**src/rtl/regfile_bank_read_ctrl_pkg.sv**
```systemverilog
// Shared types and address helpers for the banked register-file read controller.
package regfile_bank_read_ctrl_pkg;

  typedef enum logic [1:0] {
    StIdle,
    StIssue,
    StWait,
    StDone
  } state_e;

  // Low address bits select the bank so consecutive registers spread across banks.
  function automatic int unsigned addr_bank(input int unsigned addr, input int unsigned bank_w);
    return addr & ((32'd1 << bank_w) - 32'd1);
  endfunction

  function automatic int unsigned addr_row(input int unsigned addr, input int unsigned bank_w);
    return addr >> bank_w;
  endfunction

endpackage

```
**src/rtl/regfile_bank_read_ctrl_bank_grant.sv**
```systemverilog
// Per-bank arbiter: picks the lowest pending port on this bank and merges same-row requests.
module regfile_bank_read_ctrl_bank_grant
  import regfile_bank_read_ctrl_pkg::*;
#(
  parameter int unsigned NumPorts = 2,
  parameter int unsigned AddrW    = 4,
  parameter int unsigned BankW    = 2,
  parameter int unsigned BankIdx  = 0,
  localparam int unsigned RowW    = AddrW - BankW
) (
  input  logic [NumPorts-1:0]       pending_i,
  input  logic [NumPorts*AddrW-1:0] addr_i,
  output logic [NumPorts-1:0]       grant_o,
  output logic [RowW-1:0]           row_o,
  output logic                      re_o
);

  logic found;

  always_comb begin
    grant_o = '0;
    row_o   = '0;
    found   = 1'b0;
    for (int unsigned p = 0; p < NumPorts; p++) begin
      int unsigned addr_p;
      addr_p = 32'(addr_i[p*AddrW +: AddrW]);
      if (pending_i[p] && (addr_bank(addr_p, BankW) == BankIdx)) begin
        // First hit fixes the row; later hits ride along only if they match it.
        if (!found) begin
          found = 1'b1;
          row_o = RowW'(addr_row(addr_p, BankW));
        end
        if (RowW'(addr_row(addr_p, BankW)) == row_o) begin
          grant_o[p] = 1'b1;
        end
      end
    end
  end

  assign re_o = found;

endmodule

```
**src/rtl/regfile_bank_read_ctrl.sv**
```systemverilog
// Banked register-file read controller: accepts a port bundle, serialises bank conflicts,
// and returns all port results together.
module regfile_bank_read_ctrl
  import regfile_bank_read_ctrl_pkg::*;
#(
  parameter int unsigned NUM_PORTS  = 2,
  parameter int unsigned NUM_BANKS  = 4,
  parameter int unsigned REG_ADDR_W = 4,
  parameter int unsigned DATA_W     = 16,
  localparam int unsigned BANK_W    = $clog2(NUM_BANKS),
  localparam int unsigned ROW_W     = REG_ADDR_W - BANK_W
) (
  input  logic                             clk,
  input  logic                             rst,
  input  logic                             in_valid,
  output logic                             in_ready,
  input  logic [NUM_PORTS-1:0]             req_en,
  input  logic [NUM_PORTS*REG_ADDR_W-1:0]  req_addr,
  output logic [NUM_BANKS-1:0]             bank_re,
  output logic [NUM_BANKS*ROW_W-1:0]       bank_row,
  input  logic [NUM_BANKS*DATA_W-1:0]      bank_rdata,
  output logic                             out_valid,
  input  logic                             out_ready,
  output logic [NUM_PORTS*DATA_W-1:0]      rd_data
);

  state_e                          state_q, state_d;
  logic [NUM_PORTS*REG_ADDR_W-1:0] addr_q, addr_d;
  logic [NUM_PORTS-1:0]            pend_q, pend_d;
  logic [NUM_PORTS-1:0]            gvld_q, gvld_d;
  logic [BANK_W-1:0]               gbank_q [NUM_PORTS];
  logic [BANK_W-1:0]               gbank_d [NUM_PORTS];
  logic [NUM_PORTS*DATA_W-1:0]     rd_data_q, rd_data_d;

  logic [NUM_PORTS-1:0] grant_b [NUM_BANKS];
  logic [ROW_W-1:0]     row_b [NUM_BANKS];
  logic [NUM_BANKS-1:0] re_b;
  logic [NUM_PORTS-1:0] grant_all;

  for (genvar b = 0; b < NUM_BANKS; b++) begin : g_bank
    regfile_bank_read_ctrl_bank_grant #(
      .NumPorts (NUM_PORTS),
      .AddrW    (REG_ADDR_W),
      .BankW    (BANK_W),
      .BankIdx  (b)
    ) u_bank_grant (
      .pending_i (pend_q),
      .addr_i    (addr_q),
      .grant_o   (grant_b[b]),
      .row_o     (row_b[b]),
      .re_o      (re_b[b])
    );
  end

  // Port -> bank map of this cycle's grants, registered to steer next cycle's read data.
  always_comb begin
    grant_all = '0;
    for (int b = 0; b < NUM_BANKS; b++) begin
      grant_all = grant_all | grant_b[b];
    end
    for (int p = 0; p < NUM_PORTS; p++) begin
      gbank_d[p] = '0;
      for (int b = 0; b < NUM_BANKS; b++) begin
        if (grant_b[b][p]) gbank_d[p] = BANK_W'(b);
      end
    end
  end

  always_comb begin
    bank_re  = '0;
    bank_row = '0;
    if (state_q == StIssue) begin
      bank_re = re_b;
      for (int b = 0; b < NUM_BANKS; b++) begin
        bank_row[b*ROW_W +: ROW_W] = row_b[b];
      end
    end
  end

  always_comb begin
    state_d   = state_q;
    addr_d    = addr_q;
    pend_d    = pend_q;
    gvld_d    = '0;
    rd_data_d = rd_data_q;

    if ((state_q == StIssue) || (state_q == StWait)) begin
      for (int p = 0; p < NUM_PORTS; p++) begin
        if (gvld_q[p]) begin
          rd_data_d[p*DATA_W +: DATA_W] = bank_rdata[32'(gbank_q[p])*DATA_W +: DATA_W];
        end
      end
    end

    unique case (state_q)
      StIdle: begin
        if (in_valid) begin
          addr_d    = req_addr;
          pend_d    = req_en;
          rd_data_d = '0;
          state_d   = (req_en == '0) ? StDone : StIssue;
        end
      end
      StIssue: begin
        gvld_d = grant_all;
        pend_d = pend_q & ~grant_all;
        if (pend_d == '0) state_d = StWait;
      end
      StWait:  state_d = StDone;
      StDone:  if (out_ready) state_d = StIdle;
      default: state_d = StIdle;
    endcase
  end

  always_ff @(posedge clk) begin
    if (rst) begin
      state_q   <= StIdle;
      addr_q    <= '0;
      pend_q    <= '0;
      gvld_q    <= '0;
      rd_data_q <= '0;
      for (int p = 0; p < NUM_PORTS; p++) gbank_q[p] <= '0;
    end else begin
      state_q   <= state_d;
      addr_q    <= addr_d;
      pend_q    <= pend_d;
      gvld_q    <= gvld_d;
      rd_data_q <= rd_data_d;
      for (int p = 0; p < NUM_PORTS; p++) gbank_q[p] <= gbank_d[p];
    end
  end

  assign in_ready  = (state_q == StIdle);
  assign out_valid = (state_q == StDone);
  assign rd_data   = rd_data_q;

endmodule

```
**config.mk**
```make
export PLATFORM = sky130hd
export DESIGN_NAME = regfile_bank_read_ctrl
export DESIGN_NICKNAME = d
export VERILOG_FILES = /design/src/rtl/regfile_bank_read_ctrl_pkg.sv /design/src/rtl/regfile_bank_read_ctrl_bank_grant.sv /design/src/rtl/regfile_bank_read_ctrl.sv
export SDC_FILE = /design/constraint.sdc
export NUM_CORES = 1
export LEC_CHECK = 0
export CAP_MARGIN = 20
export CORE_MARGIN = 5
export CORE_UTILIZATION = 40
export DETAILED_ROUTE_END_ITERATION = 7
export GPL_TIMING_DRIVEN = 0
export HOLD_SLACK_MARGIN = 0.1
export PLACE_DENSITY_LB_ADDON = 0.15
export SYNTH_ARGS = -nofsm -noshare
export SYNTH_HDL_FRONTEND = slang
export SYNTH_HIERARCHICAL = 1
export SYNTH_SLANG_ARGS = --single-unit
```
**constraint.sdc**
```tcl
create_clock -name clk -period 2.7 [get_ports clk]
set_input_delay 0.54 -clock clk [delete_from_list [all_inputs] [get_ports clk]]
set_output_delay 0.54 -clock clk [all_outputs]
set_load 0.02 [all_outputs]
```
# Word-level counts from Yosys, hierarchy flattened
# Memory sizes are Yosys's and may differ from the RTL's.
# Cells that the tools add are included.
[totals] ram_bits=4 in_bits=78 word_cells=124 output_inout_bits=46 register_bits=46 mem_count=1
[op_classes] bitwise=8 eq_ne=20 n_reduce_logical=19 n_shift=2 mux=69
[memory_table] memory="gbank_q" words=2 word_bits=2 rd=2 rd_clocked_by_memory_dff=0 write_ports=2 line_no="regfile_bank_read_ctrl.sv:31" rtl="logic [BANK_W-1:0] gbank_q [NUM_PORTS];"
[op_table] op="$shiftx 64x7->16" n=2
[op_table] op="$mux 32" n=3
[op_table] op="$logic_not 32->1" n=2
[op_table] op="$mux 2" n=31
[op_table] op="$mux 16" n=2
[op_table] op="$mux 1" n=29
[op_table] op="$eq 2x2->1" n=8
[op_table] op="$eq 2x2->1 const B" n=6
[op_table] op="$logic_and 1x1->1" n=8
[op_table] op="$mux 8" n=1
[op_table] op="$pmux 2 s4" n=1
[op_table] op="$eq 2x1->1 const B" n=3
[op_table] op="$logic_not 2->1" n=3
[op_table] op="$or 2x2->2" n=3
[op_table] op="$mux 4" n=1
[op_table] op="$ne 2x1->1 const B" n=2
[op_table] op="$pmux 2 s2" n=1
[op_table] op="$reduce_and 2->1" n=2
[op_table] op="$reduce_and 3->1" n=1
[op_table] op="$and 2x2->2" n=1
[op_table] op="$ne 2x2->1 const B" n=1
[op_table] op="$not 2->2" n=1
[op_table] op="$or 1x1->1" n=2
[op_table] op="$reduce_bool 2->1" n=1
[op_table] op="3 further kinds" n=3

# Longest topological paths before layout
# Gate-level depths: netlist of the first run.
[depth] ltp_word=17 mapped_depth=7 mapped_depth_nobuf=7

# Modules after synthesis
# Netlist of the first run, hierarchy kept.
[by_module_without_submodules] mod="regfile_bank_read_ctrl" area_per_inst_um2=2783.9 seq_area_each_um2=1001.0 cells_each=287 n_inst=1
[by_module_without_submodules] mod="regfile_bank_read_ctrl_bank_grant at g_bank[1].u_bank_grant ..." area_per_inst_um2=101.3 seq_area_each_um2=0.0 cells_each=11 n_inst=2
[by_module_without_submodules] mod="regfile_bank_read_ctrl_bank_grant at g_bank[3].u_bank_grant" area_per_inst_um2=93.8 seq_area_each_um2=0.0 cells_each=11 n_inst=1
[by_module_without_submodules] mod="regfile_bank_read_ctrl_bank_grant at g_bank[0].u_bank_grant" area_per_inst_um2=90.1 seq_area_each_um2=0.0 cells_each=10 n_inst=1

# Worst setup path after synthesis of the first run
# OpenSTA, ideal clock, no wires.
[synth_path] path_kind="register to output" from="register pend_q[1]" to="output port bank_row[0]" t_required_ns=2.160 stages_incl_launch_ff=5 t_arrival_ns=1.337 path_slack_ns=0.823 cell_sequence="dfxtp_1 > or3b_4 > nor2_2 > a22o_2 > and2_1"
[synth_rtl] item="start: declaration" line_no="regfile_bank_read_ctrl.sv:29" rtl="logic [NUM_PORTS-1:0] pend_q, pend_d;"
[synth_rtl] item="start signal: assignment" line_no="regfile_bank_read_ctrl.sv:126" rtl="pend_q <= pend_d;"
[synth_rtl] item="end: declaration" line_no="regfile_bank_read_ctrl.sv:20" rtl="output logic [NUM_BANKS*ROW_W-1:0] bank_row,"

==> key figures, run 1 <==
Critical path
  • CP Max Fanout: 7
  • Critical Path AT: 2.09 ns
  • Startpoint Class: flip-flop
  • CP required: 2.16 ns
  • Critical path class: reg -> out
  • Setup crit end kind: output pin

Finish
  • Fillers: 686
  • Final #Nets: 542
  • Layout Cells excl Fill: 563
  • Ant diodes: 0
  • Share of layout cells above drive strength 1: 0.1388
  • Post-Layout Inst Area: 0.004682 sq mm
  • Sequential cell area: 0.001007 sq mm
  • Area taken by multi-input logic gates: 0.001972 sq mm
  • Layout overhead on the synthesized area: 47.67%

STA
  • Max-slew headroom: 0.6512
  • Minimum clock period: 2.631 ns
  • Slew Limit Fails: 0
  • Final hold viol count: 0
  • Fin crit share: 0.9745
  • Worst-Margin Slew: between 0.5 and 0.6 ns
  • F_max: 380.1 MHz
  • Final Skew: 0.009298 ns
  • Final setup viols: 0

Floorplan
  • Die area: 0.009807 sq mm
  • Die height: 99.03 um
  • Width of the die: 99.03 um
  • Rows: 32
  • CORE AREA: 0.007727 sq mm
  • Top-Level Pins: around 120
  • Initial Utilization: 0.4103

Routing
  • DRT iter0 DRCs: 87
  • ANT nets after route: 0
  • Via count: 2971
  • Wire per inst: about 16 um
  • DR vias/cell: about 5.3
  • DRT Pass-1 Iters: 4
  • # DRC: 0
  • Final Routed Wirelength: 9.211 mm

Synthesis
  • Synth area leaders: dfxtp_1 32%, mux4_2 14%, nand2_1 11%
  • Synth async-reset ratio: 0
  • Biggest area consumer among synthesized cells: dfxtp_1
  • Synth unique cells: 35
  • Cells after synthesis: between 300 and 400
  • Post-synth EDFFs: 0
  • Ys flop type: dfxtp_1
  • Post-synth top area share: 0.3157
  • Syn_nets: just over 400
  • Syn. warnings: 6
  • Cell Area, Synth: 0.003171 sq mm
  • Avg Inst Size Synth: slightly below 10 sq um
  • Sequential share of the synthesized area: 0.3157
  • Yosys reg bits: 50

Clocking
  • Clk root buf: clkbuf_8
  • CTS Sinks: 50
  • Max clock buf depth: 2
  • CTS tree: built
  • Hold_buf cts: 0
  • Clock buffer count from CTS: 5
  • Worst-skew pair later-pin latency: 0.30 ns
  • H-tree depth: 2
  • Clock transition at the registers of the reported paths: 0.10 ns

Placed design
  • Post-DP HPWL: 7.191 mm
  • Global placement routability congestion: 0.8057
  • Placed Instances: 554
  • Port Buffers: 122
  • Placed instance area: 0.004519 sq mm

Status
  • Outcome: finished, final reports clean

Job
  • Max Cap Viol: 0

Power
  • LEAKAGE: 0.001695 uW
  • Pwr Density: 524.0 mW/mm^2
  • Peak VDD IR: 274.6 uV

Global route
  • Global Route Usage Sum: 0.1847
  • Vias in the first global route: 2990
  • First-pass GRT wire length: 14.63 mm
  • GRT Residual Overflow: 0
  • Initial antenna violation count: 0
  • Largest net degree at the start of global routing: 16

Worst hold path
  • Min-delay worst type: reg -> reg
[where the power goes]
| part | switching, uW | total (uW) | internal [uW] |
|---|---|---|---|
| registers | 95.2 | 899 | 804 |
| clock network | 253 | 649 | 395 |
| logic | 460 | 906 | 446 |
[cells in the mapped netlist (2+ instances only)]
master / count
buf_12: 2
a22o_2: 2
clkbuf_1: 9
a211oi_1: 2
nor2_1: 10
mux4_2: 20
and2_1: 15
xnor2_1: 8
and3b_1: 2
mux4_1: 12
buf_6: 5
inv_1: 8
a22o_1: 6
o21ai_0: 4
and3_1: 2
nor2_4: 3
nand2b_1: 3
nand2_1: 90
nor4_2: 2
nand3_1: 3
ha_1: 4
buf_2: 8
dfxtp_1: 50
nand3b_4: 2
a21oi_1: 48
[cell usage in the layout (no fill, tap or decap), types with 2 or more instances in the layout]
master / netlist / layout
a211oi_1: 2 / 2
a21oi_1: 48 / 48
a22o_1: 6 / 6
a22o_2: 2 / 2
and2_1: 15 / 15
and3_1: 2 / 2
and3b_1: 2 / 2
buf_12: 2 / 2
buf_2: 8 / 9
buf_6: 5 / 5
bufinv_16: 0 / 2
clkbuf_1: 9 / 8
clkbuf_8: 0 / 6
clkdlybuf4s50_1: 0 / 121
dfxtp_1: 50 / 47
dfxtp_2: 0 / 2
ha_1: 4 / 3
inv_1: 8 / 8
mux4_1: 12 / 12
mux4_2: 20 / 20
nand2_1: 90 / 90
nand2b_1: 3 / 3
nand3_1: 3 / 3
nand3b_4: 2 / 2
nor2_1: 10 / 10
nor2_4: 3 / 3
nor4_2: 2 / 2
o21ai_0: 4 / 4
xnor2_1: 8 / 8
[state kept, by name, indices dropped and copies added, names as in the netlist]
signal / count
addr_q: 8
gvld_q: 2
gbank_q: 4
pend_q: 2
state_q: 2
rd_data: 32
[per-stage QoR]
step,TNS [ns],power (uW),worst slack (ns),hold slack [ns],util
global placement,0,1779,0.2529,0.4413,0.5848
floorplan,0,1470,0.8231,0.4725,-
detailed placement,0,1800,0.2288,0.4455,0.5848
CTS,0,2452,0.01244,0.4592,0.6036
global route,-0.004732,2594,-0.004732,0.4827,0.6059
finish,0,2453,0.06890,0.4574,0.6059
[area by class of cell]
class	instances	share of cell area
repair buffers	123	0.2630
clock buffers	6	0.01764
inverters	8	0.006414
clock inverters	2	0.01283
multi-input cells	248	0.4212
well taps	102	0.02726
flip-flops and latches	50	0.2151
plain buffers	24	0.03661
[routing by layer]
layer  GRT usage  wire length (um)  vias up
li1            -                 -     1440
met1      0.2308              3806     1418
met2      0.3115              4558       97
met3     0.04388               617       16
met4     0.06408               228        0
met5           0                 0        -
[cell families after synthesis]
logic type	share of synthesized area
simple gates	0.2226
fa+ha+maj	0.01579
buf+inv	0.06314
mux	0.2447
compound gates	0.1160
xor+xnor	0.02210
flops	0.3157
[worst max-delay path, stage by stage (launching register included)]
cell             delay, ns
dfxtp_4               0.43
or3b_4                0.41
nor2_2                0.11
a22o_2                0.14
and2_1                0.11
clkdlybuf4s50_1       0.59
[worst paths after layout]
check,startpoint,to,slack [ns],depth (start not counted)
max reg2reg,pend_q[0]$_SDFFE_PP0P_,state_q[1]$_SDFFE_PP0P_,0.77,7
max,pend_q[1]$_SDFFE_PP0P_,bank_row[0],0.07,5
min reg2reg,rd_data[9]$_SDFF_PP0_,rd_data[9]$_SDFF_PP0_,0.46,2
min,rd_data[9]$_SDFF_PP0_,rd_data[9]$_SDFF_PP0_,0.46,2
[what timing repair did]
item | 4_1_cts | 5_1_grt
buffers inserted | 0 | 1
hold endpoints to repair | 0 | 0
gates cloned | 0 | 0
setup endpoints to repair | 11 | 11
gates resized for setup | 2 | 6
Note: power is estimated with default switching activity, not from simulation.
==> run 2, diff against run 1 <==
Settings changed: CORE_MARGIN 5 to 1, PLACE_DENSITY from default to 0.77, PLACE_DENSITY_LB_ADDON 0.15 to default.
==> key figures, run 2 (synthesis results as in run 1) <==
Floorplan
  • Top-Level Pins: 124 (unchanged)
  • Width of the die: 91.03 um (-8.1%)
  • CORE AREA: 0.007687 sq mm (-0.52%)
  • Die area: 0.008286 sq mm (-16%)
  • Die height: 91.03 um (-8.1%)
  • Initial Utilization: 0.4124 (+0.002137)
  • Rows: 32 (unchanged)

Clocking
  • Clock transition at the registers of the reported paths: 0.11 ns (about the same)
  • CTS tree: built
  • Clock buffer count from CTS: 5 (unchanged)
  • H-tree depth: 2 (unchanged)
  • Postcts setup bufs: 0 (unchanged)
  • CTS Sinks: 50 (unchanged)
  • Clk root buf: clkbuf_8
  • Worst-skew pair later-pin latency: 0.31 ns (about the same)
  • Max clock buf depth: 2 (unchanged)

Critical path
  • CP required: 2.16 ns (about the same)
  • CP Max Fanout: 7 (unchanged)
  • Critical Path Sink: bank_row[2]
  • Critical path class: reg -> out
  • Critical Path Source: addr_q[1]$_SDFFE_PP0P_
  • FF-to-FF Start: state_q[1]$_SDFFE_PP0P_
  • Flop2flop setup slack: 0.77 ns (about the same)
  • Setup crit end kind: output pin
  • Worst r2r dst: rd_data[1]$_SDFF_PP0_
  • Critical Path AT: 2.07 ns (-0.02 ns)
  • Startpoint Class: flip-flop
  • Worst R2R Path Depth: 6 (-1)

Routing
  • DR vias/cell: 5.254 (-0.43%)
  • DRT iter0 DRCs: 126 (+45%)
  • Via count: 2953 (-0.61%)
  • Detail Route met3 WL: 582 um (-5.7%)
  • ANT nets after route: 0 (unchanged)
  • Max Used Layer: met4
  • DRT Pass-1 Iters: 4 (unchanged)
  • Final Routed Wirelength: 8.544 mm (-7.2%)
  • Wire per inst: 15.20 um (-7.1%)
  • M1 wire length: 3.505 mm (-7.9%)
  • # DRC: 0 (unchanged)
  • Met2 routed WL: 4.255 mm (-6.6%)

Worst hold path
  • Hold Path Depth: 2 (unchanged)
  • Min-delay worst type: reg -> reg
  • Hold Crit Start: rd_data[17]$_SDFF_PP0_

STA
  • Minimum clock period: 2.612 ns (-0.01885 ns)
  • Final Skew: 0.01141 ns (+0.002113 ns)
  • Worst-Margin Slew: 0.5252 ns (+0.001964 ns)
  • Slew Limit Fails: 0 (unchanged)
  • Final hold viol count: 0 (unchanged)
  • Fin crit share: 0.9675 (-0.006982)
  • Setup tns final: 0 ns (unchanged)
  • Final setup viols: 0 (unchanged)
  • Final worst setup slack: 0.08775 ns (+0.01885 ns)
  • RSZ-0062 raised after global routing: false
  • F_max: 382.8 MHz (+0.72%)
  • Max-slew headroom: 0.6498 (-0.001309)

Power
  • Pwr Density: 505.3 mW/mm^2 (-3.6%)
  • Tot Pwr: 2350 uW (-4.2%)
  • LEAKAGE: 0.001692 uW (-0.16%)
  • Peak VDD IR: 323.5 uV (+18%)

Placed design
  • Post-DP HPWL: 6.568 mm (-8.7%)
  • Pre-CTS WS: 0.2439 ns (+0.01507 ns)
  • Placed Instances: 554 (unchanged)
  • Port Buffers: 122 (unchanged)
  • Global placement routability congestion: 0.8811 (+9.4%)

Finish
  • Layout Utilization: 0.6050 (-0.0009140)
  • Most common cell after layout, fill and taps aside: clkdlybuf4s50_1
  • Commonest non-fill, non-tap cells in the layout: 120 x clkdlybuf4s50_1, 90 x nand2_1, 48 x a21oi_1, 48 x dfxtp_1, 20 x mux4_2
  • Final #Nets: 541 (-0.18%)
  • Layout Cells excl Fill: 562 (-0.18%)
  • Share of layout cells above drive strength 1: 0.1348 (-0.004046)
  • Layout overhead on the synthesized area: 46.69%
  • Max reg flops: 32 (unchanged)
  • Ant diodes: 0 (unchanged)

Global route
  • Initial antenna violation count: 0 (unchanged)
  • First-pass GRT wire length: 14.25 mm (-2.6%)
  • Global Route Usage Sum: 0.2138 (+0.02909)
  • Vias in the first global route: 2960 (-1.0%)
  • Largest net degree at the start of global routing: 18 (+2)
  • GRT Residual Overflow: 0 (unchanged)

Job
  • Max Cap Viol: 0 (unchanged)

Status
  • Outcome: finished, final reports clean
[run 2: changes by cell type in the layout (fill, tap and decap cells not counted)]
cell,before,now
clkinvlp_4,0,1
clkbuf_8,6,5
dfxtp_2,2,1
inv_8,0,1
bufinv_16,2,1
dfxtp_1,47,48
clkbuf_2,0,1
clkdlybuf4s50_1,121,120
buf_4,1,0
dlymetal6s2s_1,1,2
buf_2,9,8
[run 2: worst max-delay path, cell delays in order, from the launching register on]
cell             delay (ns)
dfxtp_1                0.45
and3b_1                0.21
buf_6                  0.14
nor2_4                 0.11
a22o_1                 0.12
and2_1                 0.14
clkdlybuf4s50_1        0.60
[run 2: metal layers]
metal / global-route usage / vias up
li1: - / 1432
met1: 0.2544 / 1395
met2: 0.3750 / 112
met3: 0.05193 / 14
met4: 0.07407 / 0
met5: 0 / -
[run 2: worst min-delay path by stage]
stage,slack (ns),endpoint
final,0.46,rd_data[17]$_SDFF_PP0_
after CTS,0.46,rd_data[20]$_SDFF_PP0_
after global placement,0.44,rd_data[21]$_SDFF_PP0_
after detailed placement,0.45,rd_data[11]$_SDFF_PP0_
after global routing,0.48,rd_data[24]$_SDFF_PP0_
after floorplan,0.47,state_q[0]$_SDFFE_PP0P_
[run 2: final cells by class]
| type | instances | area, sq um |
|---|---|---|
| Multi-Input combinational cell | 248 | 1972 |
| Clock inverter | 3 | 48.80 |
| Timing Repair Buffer | 122 | 1226 |
| Inverter | 8 | 30.03 |
| Fill cell | 657 | 3037 |
| Tap cell | 102 | 127.6 |
| Sequential cell | 50 | 1006 |
| Clock buffer | 5 | 68.82 |
| Buffer | 24 | 171.4 |
[run 2: report_power, final]
part | internal, uW | switching (uW) | total, uW
Clock | 283 | 279 | 562
Sequential | 803 | 95.9 | 899
Combinational | 440 | 449 | 889
Total | 1530 | 824 | 2350
[run 2: metrics by stage]
step	area, sq um	hold slack (ns)
floorplan	3171	0.4725
CTS	4639	0.4610
finish	4651	0.4603
global placement	4519	0.4411
detailed placement	4519	0.4472
global route	4651	0.4842
[run 2: what timing repair did]
item / CTS / global route
cloned: 0 / 0
hold endpoints to repair: 0 / 0
setup endpoints to repair: 11 / 11
resized for setup: 2 / 5
hold buffers: 0 / 0
==> run 3, diff against run 2 <==
Settings changed: ABC_AREA from default to 1, DONT_BUFFER_PORTS from default to 1, PLACE_DENSITY 0.77 to 0.57.
==> key figures, run 3 <==
Status
  • Outcome: finished, final reports clean

STA
  • Final setup viols: 0 (unchanged)
  • Minimum clock period: 2.247 ns (-0.3656 ns)
  • Final hold viol count: 0 (unchanged)
  • RSZ-0062 raised after global routing: false
  • Final Skew: 0.009349 ns (-0.002063 ns)
  • Worst-Margin Slew: 0.4809 ns (-0.04431 ns)
  • Max-slew headroom: 0.6789 (+0.02910)
  • Slew Limit Fails: 0 (unchanged)
  • Setup tns final: 0 ns (unchanged)
  • Fin crit share: 0.8321 (-0.1354)
  • Min Hold Slack: 0.2999 ns (-0.1605 ns)
  • F_max: 445.1 MHz (+16%)

Clocking
  • H-tree depth: 2 (unchanged)
  • Clock transition at the registers of the reported paths: 0.09 ns (-0.02 ns)
  • Worst-skew pair later-pin latency: 0.30 ns (about the same)
  • CTS tree: built
  • Clock buffer count from CTS: 5 (unchanged)
  • Max clock buf depth: 2 (unchanged)
  • CTS Sinks: 50 (unchanged)
  • Postcts setup bufs: 0 (unchanged)
  • Hold_buf cts: 0 (unchanged)
  • Clk root buf: clkbuf_8
  • Post-CTS sizing: 0 (-2)

Finish
  • Sequential cell area: 0.001001 sq mm (-0.50%)
  • Most common cell after layout, fill and taps aside: nand2_1
  • Commonest non-fill, non-tap cells in the layout: 143 x nand2_1, 100 x inv_1, 73 x nor2_1, 64 x o211ai_1, 50 x dfxtp_1
  • Layout overhead on the synthesized area: 5.730%
  • Max reg flops: 32 (unchanged)
  • Ant diodes: 0 (unchanged)
  • Share of layout cells above drive strength 1: 0.1034 (-0.03133)
  • Post-Layout Inst Area: 0.003971 sq mm (-15%)
  • Fillers: 962 (+46%)
  • Area taken by multi-input logic gates: 0.002088 sq mm (+5.9%)
  • Final #Nets: 691 (+28%)

Synthesis
  • Syn. warnings: 6 (unchanged)
  • Sequential share of the synthesized area: 0.2665 (-0.04922)
  • Cell Area, Synth: 0.003756 sq mm (+18%)
  • Syn_nets: 684 (+66%)
  • Avg Inst Size Synth: 6.239 sq um (-35%)
  • Yosys reg bits: 50 (unchanged)
  • Cells after synthesis: 602 (+82%)
  • Post-synth top area share: 0.2665 (-0.04922)
  • Post-synth EDFFs: 0 (unchanged)
  • Synth area leaders: dfxtp_1 27%, nand2_1 14%, o211ai_1 13%
  • Ys flop type: dfxtp_1
  • Synth unique cells: 29 (-17%)
  • Biggest area consumer among synthesized cells: dfxtp_1
  • Synth top cells by count: 143 x nand2_1, 100 x inv_1, 73 x nor2_1
  • Synth async-reset ratio: 0 (unchanged)
  • Most frequent cell after synthesis: nand2_1

Routing
  • Wire per inst: 15.74 um (+3.5%)
  • # DRC: 0 (unchanged)
  • Final Routed Wirelength: 11.28 mm (+32%)
  • Via count: 3800 (+29%)
  • DR vias/cell: 5.300 (+0.86%)
  • DRT Pass-1 Iters: 4 (unchanged)
  • DRT iter0 DRCs: 179 (+42%)
  • ANT nets after route: 0 (unchanged)

Critical path
  • Startpoint Class: flip-flop
  • Buffers & Inverters on Critical Path: 1 (-1)
  • CP Max Fanout: 11 (+4)
  • Worst-path cell chain: nand2_2 -> nor2_8 -> o21ai_0 -> nor2_1 -> nand2_1 -> inv_1
  • Critical path class: reg -> out
  • Max incr delay on CP: 0.62 ns (+0.02 ns)
  • Worst path slowest cell: dfxtp_1
  • Critical Path AT: 1.71 ns (-0.36 ns)
  • Setup crit end kind: output pin
  • CP required: 2.16 ns (about the same)
  • CP delay by family, top: flip-flops

Global route
  • Global Route Usage Sum: 0.2295 (+0.01576)
  • First-pass GRT wire length: 17.72 mm (+24%)
  • Largest net degree at the start of global routing: 15 (-3)
  • Vias in the first global route: 3586 (+21%)
  • GRT Residual Overflow: 0 (unchanged)
  • Initial antenna violation count: 0 (unchanged)

Placed design
  • Global placement routability congestion: 0.8727 (-0.95%)
  • Post-DP HPWL: 8.825 mm (+34%)
  • Placed instance area: 0.003891 sq mm (-14%)
  • Port Buffers: 0 (-100%)

Floorplan
  • CORE AREA: 0.008891 sq mm (+16%)
  • Die area: 0.009782 sq mm (+18%)
  • Top-Level Pins: 124 (unchanged)
  • Die height: 98.91 um (+8.7%)
  • Rows: 34 (+6.3%)
  • Initial Utilization: 0.4225 (+0.01002)
  • Width of the die: 98.91 um (+8.7%)

Job
  • Max Cap Viol: 0 (unchanged)

Power
  • LEAKAGE: 0.001950 uW (+15%)
  • Pwr Density: 648.3 mW/mm^2 (+28%)
  • Peak VDD IR: 427.8 uV (+32%)

Worst hold path
  • Min-delay worst type: in -> reg
## run 3: cell types whose count changed after synthesis, sizes merged, moves of 7 or more
cell and change:
a21oi -14, a22o -8, and2 -15, buf +19, clkbuf -7, inv +96
mux4 -32, nand2 +59, nand3 +10, nor2 +65, o211ai +64, o21ai +47
xnor2 -8
## run 3: where the power goes
group | switching (uW) | internal (uW) | leakage [uW] | total (uW)
clock network | 249 | 178 | 0.0000373 | 427
registers | 167 | 821 | 0.000406 | 988
logic | 782 | 377 | 0.00151 | 1160
## run 3: cell families (layout without fill, tap and decap cells)
logic type                 after synthesis  after routing  share of synthesized area
muxes                                    1              1                   0.002998
buffers and inverters                  141            148                     0.1775
DFF                                     50             50                     0.2665
and+or+nand+nor                        253            253                     0.2901
AOI/OAI and AO/OA                      153            153                     0.2495
adders and majority gates                4              4                    0.01332
## run 3: stage by stage
step / setup WS (ns) / total power [uW] / util / cells
floorplan: 0.9402 / 1863 / - / 602
global placement: 0.7323 / 2147 / 0.4377 / 710
detailed placement: 0.7246 / 2164 / 0.4377 / 710
CTS: 0.4448 / 2596 / 0.4467 / 717
global route: 0.2525 / 2789 / 0.4467 / 717
finish: 0.4534 / 2575 / 0.4467 / 717
## run 3: worst register-to-register path, delay by kind of cell, from the launching register on
family / cells / cell delay [ns]
flip-flops: 1 / 0.62
AND/OR/NAND/NOR: 11 / 1.27
## run 3: metal layers
layer,share of wire,vias up,track usage
met2,0.48,149,0.4056
met3,0.094,15,0.06383
met1,0.41,1690,0.2703
met5,0,-,0
li1,-,1946,-
met4,0.016,0,0.06544
## run 3: worst paths after layout
| kind | from | end | cells past startpoint | slack, ns |
|---|---|---|---|---|
| setup / recovery | pend_q[0]$_SDFFE_PP0P_ | bank_row[2] | 6 | 0.45 |
| hold / removal | rst | gbank_q[0][0]$_SDFF_PP0_ | 1 | 0.30 |
| setup reg to reg | pend_q[0]$_SDFFE_PP0P_ | state_q[0]$_SDFFE_PP0P_ | 11 | 0.71 |
| hold reg to reg | addr_q[5]$_SDFFE_PP0P_ | addr_q[5]$_SDFFE_PP0P_ | 2 | 0.55 |
## run 3: area by class of cell
type	count	share of cell area
multi-input cells	411	0.5258
flip-flops and latches	50	0.2520
inverters	105	0.1005
plain buffers	36	0.06742
well taps	108	0.03403
clock buffers	6	0.01827
clock inverters	1	0.001890
==> variant (config.mk and constraints of run 3) <==
Re-encode `state_e` (4 states) as one-hot, 4 bits wide.
--- a/src/rtl/regfile_bank_read_ctrl_pkg.sv
+++ b/src/rtl/regfile_bank_read_ctrl_pkg.sv
@@ -1,11 +1,11 @@
 // Shared types and address helpers for the banked register-file read controller.
 package regfile_bank_read_ctrl_pkg;
 
-  typedef enum logic [1:0] {
-    StIdle,
-    StIssue,
-    StWait,
-    StDone
+  typedef enum logic [3:0] {
+    StIdle  = 4'b0001,
+    StIssue = 4'b0010,
+    StWait  = 4'b0100,
+    StDone  = 4'b1000
   } state_e;
 
   // Low address bits select the bank so consecutive registers spread across banks.
Check against the original RTL: no difference found for any inputs over 10 cycles, from zero or initial values and one cycle with rst high; not proved beyond that.
==> variant against run 3 <==
Routed wire length increased by 4.0%. Sequential cell count increased by 2. Sequential share of layout area increased by 2.1 points. Sequential power decreased by 3.1%. Clock power increased by 30%. Global-route usage increased by 1.5 points. Setup slack got worse by 120 ps. Synthesized cell count decreased by 3.3%. Synthesized area decreased by 5.1%. Final area decreased by 4.0%. Critical path type unchanged. Register-to-register slack got worse by 120 ps. Final cell count decreased by 2.6%. Critical endpoint unchanged. Power decreased by 8.4%. Largest power group is now registers.
==> variant: results <==
export IMPL_critPathArrivalTime_ps=1820
export IMPL_crit_slowest_cell="dfxtp_1"
export IMPL_viasPerCell=5.55
export IMPL_worst_pin_slew_ps=888
export IMPL_syn_num_nets=660
export IMPL_slowest_delay_ps=610
export IMPL_ctsLongestPathBuffers=2
export IMPL_cts_tree="built"
export IMPL_ys_top_cells_by_count="108 x o21ai_0, 107 x nor2_1, 75 x a21oi_1"
export IMPL_placed_area_sq_mm=0.00370
export IMPL_io_buffers=0
export IMPL_irDropWorstVdd_uv=410
export IMPL_cts_resized=0
export IMPL_worstPathMaxFanout=11
export IMPL_layout_drive_gt1_share_pct=8.64
export IMPL_cts_buffers=5
export IMPL_worstHoldPathType="in2reg"
export IMPL_finalNetCount=667
export IMPL_cts_root_buf="clkbuf_8"
export IMPL_dp_hpwl_um=8840
export IMPL_finalClockSkew_ps=9.00
export IMPL_place_inst=690
export IMPL_antenna_found_initial=0
export IMPL_htree_levels=2
export IMPL_synthDistinctLibCells=28
export IMPL_largest_reg_flops=32
export IMPL_cts_setup_buffers=0
export IMPL_p_int_uw=1390
export IMPL_leakage_uw=0.00143
export IMPL_status="completed"
export IMPL_pre_cts_ws_ps=580
export IMPL_first_pass_iters=6
export IMPL_wl_per_cell_um=16.8
export IMPL_async_reset_ff_share_pct=0
export IMPL_yosysSeqAreaShare_pct=29.2
export IMPL_drt_iter0_markers=330
export IMPL_n_fill_cell=970
export IMPL_instances_no_fill=698
export IMPL_grt_first_pass_wirelength_um=17300
export IMPL_grt_pass1_vias=3404
export IMPL_cpLargestDelayFamily="simple AND/OR/NAND/NOR gates"
export IMPL_setup_tns_ps=0
export IMPL_syn_avg_cell_area_sq_um=6.13
export IMPL_yosys_most_used_dff="dfxtp_1"
export IMPL_grtUsageTotal_pct=24.5
export IMPL_clk_pin_slew_ps=100
export IMPL_clock_latency_ps=310
export IMPL_n_antenna_cell=0
export IMPL_ys_warn_count=6
export IMPL_grt_max_degree=17
export IMPL_routabilityCongestion=0.869
export IMPL_synthTopCellsByArea="dfxtp_1 29%, o21ai_0 15%, nor2_1 11%"
variant: area by class of cell:
cell class	instances	area, sq um	area share, %
Inverter	68	260	6.83
Clock buffer	5	68.8	1.81
Clock inverter	3	42.5	1.12
Buffer	35	204	5.35
Tap cell	108	135	3.54
Multi-Input combinational cell	427	2060	54.1
Sequential cell	52	1040	27.3
variant: per-stage QoR:
| step | power (uW) | util (%) |
|---|---|---|
| after floorplan | 1610 | - |
| after global placement | 1810 | 42.6 |
| after detailed placement | 1820 | 42.6 |
| after CTS | 2370 | 43.9 |
| after global routing | 2530 | 43.9 |
| final | 2360 | 43.9 |
variant: layer usage:
metal	share of wire, %	track usage [%]	vias to the layer above	wire length (um)
met5	0	0	-	0
met4	2.9	9.56	0	337
met3	8.7	5.01	31	1020
met2	48	42.5	176	5620
met1	41	29.5	1740	4760
li1	-	-	1929	-
variant: path summary, 6_finish.rpt:
check,slack (ps),startpoint,end,depth (start not counted)
setup reg to reg,590,pend_q[0],state_q[3],13
hold reg to reg,520,addr_q[5],addr_q[5],2
setup / recovery,340,pend_q[0],bank_row[2],6
hold / removal,350,req_addr[4],addr_q[4],2
variant: worst register-to-register path, delay by kind of cell (launching register included):
family | cells | cell delay, ps
AND/OR/NAND/NOR | 11 | 1290
flip-flops | 1 | 610
buffers and inverters | 2 | 120
variant: cells by family after synthesis:
logic type      Yosys count  share of synthesized area (%)
simple gates            213                           27.6
buf+inv                 103                           13.0
compound gates          214                           30.1
flops                    52                           29.2
variant: power by group through the flow:
stage,Clock [uW],Combinational (uW),Sequential [uW]
final,554,849,957
after floorplan,0,672,941
after CTS,569,849,956
after global routing,592,965,972
after global placement,0,838,971
after detailed placement,0,847,974
